### src/rtl/tow_push_arbiter.sv
// Referee for two pushbuttons: first-edge arbitration, false-start and idle-timeout detection.
// Latency: edge at cycle n -> push/flags at n+1; no backpressure, results held until clear.
module tow_push_arbiter #(
  parameter int TIMEOUT_W = 8,
  parameter int TIMEOUT   = 200
) (
  input  logic clk,
  input  logic rst,
  input  logic pbl,
  input  logic pbr,
  input  logic leds_on,
  input  logic clear,
  input  logic slowen,
  output logic push,
  output logic right,
  output logic tie,
  output logic fault,
  output logic decided
);

  typedef enum logic [1:0] {
    ST_IDLE  = 2'd0,
    ST_ARMED = 2'd1,
    ST_DONE  = 2'd2
  } state_t;

  localparam logic [TIMEOUT_W-1:0] CNT_LAST = TIMEOUT_W'(TIMEOUT - 1);

  state_t               state;
  state_t               state_nxt;
  logic [TIMEOUT_W-1:0] cnt;
  logic [TIMEOUT_W-1:0] cnt_nxt;
  logic                 pbl_q;
  logic                 pbr_q;
  logic                 edge_l;
  logic                 edge_r;
  logic                 push_nxt;
  logic                 right_nxt;
  logic                 tie_nxt;
  logic                 fault_nxt;

  assign edge_l = pbl & ~pbl_q;
  assign edge_r = pbr & ~pbr_q;

  // Previous-level registers keep tracking during reset so a held button never looks like an edge.
  always_ff @(posedge clk) begin
    pbl_q <= pbl;
    pbr_q <= pbr;
  end

  always_ff @(posedge clk) begin
    if (rst) begin
      state   <= ST_IDLE;
      cnt     <= '0;
      push    <= 1'b0;
      right   <= 1'b0;
      tie     <= 1'b0;
      fault   <= 1'b0;
      decided <= 1'b0;
    end else begin
      state   <= state_nxt;
      cnt     <= cnt_nxt;
      push    <= push_nxt;
      right   <= right_nxt;
      tie     <= tie_nxt;
      fault   <= fault_nxt;
      decided <= (state_nxt == ST_DONE);
    end
  end

  always_comb begin
    state_nxt = state;
    cnt_nxt   = cnt;
    push_nxt  = 1'b0;
    right_nxt = right;
    tie_nxt   = tie;
    fault_nxt = fault;

    if (clear) begin
      state_nxt = ST_IDLE;
      cnt_nxt   = '0;
      right_nxt = 1'b0;
      tie_nxt   = 1'b0;
      fault_nxt = 1'b0;
    end else begin
      case (state)
        ST_IDLE: begin
          // Any edge before the window is open is a false start; the other player wins.
          if (edge_l | edge_r) begin
            state_nxt = ST_DONE;
            push_nxt  = 1'b1;
            fault_nxt = 1'b1;
            right_nxt = edge_l & ~edge_r;
            tie_nxt   = edge_l & edge_r;
          end else if (leds_on) begin
            state_nxt = ST_ARMED;
            cnt_nxt   = '0;
          end
        end

        ST_ARMED: begin
          if (edge_l | edge_r) begin
            state_nxt = ST_DONE;
            push_nxt  = 1'b1;
            fault_nxt = 1'b0;
            right_nxt = edge_r & ~edge_l;
            tie_nxt   = edge_l & edge_r;
          end else if (!leds_on) begin
            state_nxt = ST_IDLE;
          end else if (slowen) begin
            if (cnt == CNT_LAST) begin
              state_nxt = ST_DONE;
              push_nxt  = 1'b1;
              fault_nxt = 1'b0;
              right_nxt = 1'b0;
              tie_nxt   = 1'b1;
            end else begin
              cnt_nxt = cnt + TIMEOUT_W'(1);
            end
          end
        end

        ST_DONE: begin
          state_nxt = ST_DONE;
        end

        default: begin
          state_nxt = ST_IDLE;
          cnt_nxt   = '0;
        end
      endcase
    end
  end

endmodule

### config.mk
export PLATFORM = sky130hd
export DESIGN_NAME = tow_push_arbiter
export DESIGN_NICKNAME = d
export VERILOG_FILES = /design/src/rtl/tow_push_arbiter.sv
export SDC_FILE = /design/constraint.sdc
export NUM_CORES = 1
export LEC_CHECK = 0
export CAP_MARGIN = 20
export CELL_PAD_IN_SITES_DETAIL_PLACEMENT = 0
export CELL_PAD_IN_SITES_GLOBAL_PLACEMENT = 1
export CORE_ASPECT_RATIO = 0.75
export CORE_MARGIN = 2
export CORE_UTILIZATION = 39
export CTS_CLUSTER_SIZE = 14
export DETAILED_ROUTE_END_ITERATION = 12
export PLACE_DENSITY_LB_ADDON = 0.1
export SYNTH_ARGS = -nofsm -noshare
export SYNTH_HDL_FRONTEND = slang
export SYNTH_SLANG_ARGS = --single-unit
### constraint.sdc
create_clock -name clk -period 1.9 [get_ports clk]
set_clock_uncertainty 0.1 [all_clocks]
set_input_delay 0.38 -clock clk [delete_from_list [all_inputs] [get_ports clk]]
set_output_delay 0.38 -clock clk [all_outputs]
set_load 0.01 [all_outputs]
==> metrics <==
area of the multi-input gates 495.5 sq um; mux cell area share after synthesis 0.02417; drt via density 5.075; most common cell after layout, fill and taps aside dfxtp_1; Post-CTS Repair Setup Buffers 0; I/O Pins 12; worst reg2reg path depth 5; nets@finish 123; drt total wl 1618 um; Slew @ Worst Pin 331.5 ps; Pins Over Slew Limit 0; height of the die 43.91 um; cell row count 14; share of cells above drive strength 1 0.1545; GRT Util Overall 0.1545; worst r2r dst cnt[7]; Clock transition at path regs 100 ps; WP buf/inv 1; slowest CP cell or4_1; Post-synth EDFFs 0; cell family with most CP delay simple AND/OR/NAND/NOR gates; Slew HR 0.7782; Synth Flop Type dfxtp_1; syn_area_per_cell 9.412 sq um; initial antenna violation count 0; final worst path period need 1782 ps; maximum clock rate 561.1 MHz; Synth Area in Compound Gates 0.1329; H-tree depth 1; Pwr Total 664.7 uW; gr busiest metal met1; WP data arrival 1930 ps; global-route wire length before repair 2870 um; Routed wire per std cell 12.07 um; syn_nets 100; Chip Width 57.22 um; diode count 0; CP Cell Sequence clkdlybuf4s50_1 -> nand2b_1 -> ha_4 -> a31oi_1 -> or4_1 -> a21oi_1; full die area 2512 sq um; Max Root-Sink Buffers 2; Core Area 2014 sq um; IO Port Bufs 11; Final Hold Fails 0; Worst VDD drop 0.4312 mV; crit path max fanout 7; endpoint class of the critical path flop; Final Setup Violations 0; Synth Area in XOR/XNOR 0.05287; initial DRC count 9; vias 680; FF-to-FF setup slack 270 ps; register area share after synthesis 0.4109; RR Startpoint pbl_q; post-cts hold buffer count 0; Synth Register Bits 17; post-route ant nets 0; largest family of logic cells by synthesized area simple AND/OR/NAND/NOR gates; Ys Warns 0; total grt overflow 0; Adder-Cell Fraction of Synth Area 0.07553; Max Cap Viol 0; crit path launch pbl; Post-Layout Cell Count 134; Pleak 0.0004102 uW; Clock Root Buffer clkbuf_4; Clock Latency Late Sink 310 ps; simple-gate area share of the yosys netlist 0.2946; post-DP HPWL 1212 um; Min Hold Slack 361.3 ps; Remaining DRCs 0; effective utilization at floorplan 0.4112; GR Layer Usage met1 0.2202; CTS sink cnt 17; register area 340.3 sq um; Worst setup endpoint cnt[7]; Num CTS Buffers 3; ys async rst share 0; largest net degree at the start of global routing 11; RSZ-0062 raised after global routing false; Hold Path Class reg -> reg; GPL Wtd Cong 0.7342; delay of the slowest cell on the worst path 520 ps; vias in the first global route 640; WS Path Type in -> reg; Netlist cell types 31; commonest cells after routing, fill and taps aside 17 x dfxtp_1, 11 x clkdlybuf4s50_1, 9 x nor2_1; grt met3 use 0.07164; CTS tree yes; GRT met2 Usage 0.2092; Critical Path Stages 6; post-route clock period utilization 0.9381; Mapped Area 828.3 sq um; drt pass-1 iters 4; run status finished, final reports clean; Placed Cells 130; Pwr Density 625.0 nW/um^2; worst endpoint required time 2050 ps; Post-Syn Instances 88; # fillers 191; CP startpoint kind input port; Syn-to-layout area delta 28.40%
cell families (layout without fill, tap and decap cells):
logic type      count (synthesis)  in the layout
simple gates                   39             39
fa+ha+maj                       5              5
mux                             2              2
flops                          17             17
xor+xnor                        5              5
compound gates                 18             18
buf+inv                         2             24
power by group:
| group | switching [uW] | internal (uW) | leakage [uW] |
|---|---|---|---|
| logic | 41.1 | 49.5 | 0.000254 |
| clock network | 125 | 78.8 | 0.0000177 |
| registers | 5.79 | 365 | 0.000138 |
| total | 172 | 493 | 0.000410 |
flip-flops by register name, indices dropped and copies added (netlist names):
signal,flops
decided,1
push,1
fault,1
pbr_q,1
pbl_q,1
cnt,8
state,2
tie,1
right,1
cell usage after synthesis (all sizes together) (2+ instances only):
cell	instances	area, sq um
dfxtp	17	340.3
ha	5	62.56
nand4	2	27.53
xnor2	2	17.52
nor3	2	10.01
nand2	7	26.28
or2b	2	16.27
or4	2	15.01
mux2i	2	20.02
nand3b	2	15.01
nand2b	4	25.02
xor2	3	26.28
a21oi	8	40.04
nor2	9	33.78
inv	2	7.510
o31ai	2	15.01
o211ai	4	30.03
a31oi	2	12.51
timing repair:
action	in CTS	in global routing
setup endpoints to repair	0	8
resized for setup	0	3
endpoints found under the hold margin	0	0
worst min path at each step:
stage | from | end | slack [ps] | cells after the start
2_1_floorplan | pbl | pbl_q | 310 | 0
3_3_place_gp | right | right | 350 | 2
3_5_place_dp | right | right | 350 | 2
4_1_cts | right | right | 370 | 2
5_1_grt | right | right | 380 | 2
6_report | right | right | 360 | 2
stage by stage:
stage                     instance area [sq um]  setup WS (ps)  setup TNS [ps]  utilization
after floorplan                           828.3          246.0               0            -
after global placement                     1021         -271.9           -1847       0.5068
after CTS                                  1049          18.74               0       0.5205
after global routing                       1064          4.916               0       0.5280
final                                      1064          117.6               0       0.5280
after detailed placement                   1021         -311.6           -2056       0.5068
tightest hold or removal path, stage by stage (launching register included):
cell and delay [ps]:
dfxtp_1 320, nand2_1 50, mux2i_1 50
area by class of cell:
class,count,share of cell area
Clock buffer,3,0.02118
Tap cell,24,0.02824
Timing Repair Buffer,18,0.1529
Inverter,2,0.007059
Multi-Input combinational cell,69,0.4659
Sequential cell,17,0.3200
Clock inverter,1,0.004706
per-layer routing:
metal  routed length, um  part of all wire
met2                 598              0.37
met4                  14            0.0087
met1                 916              0.57
met3                  88             0.054
met5                   0                 0
Note: power is estimated with default switching activity, not from simulation.
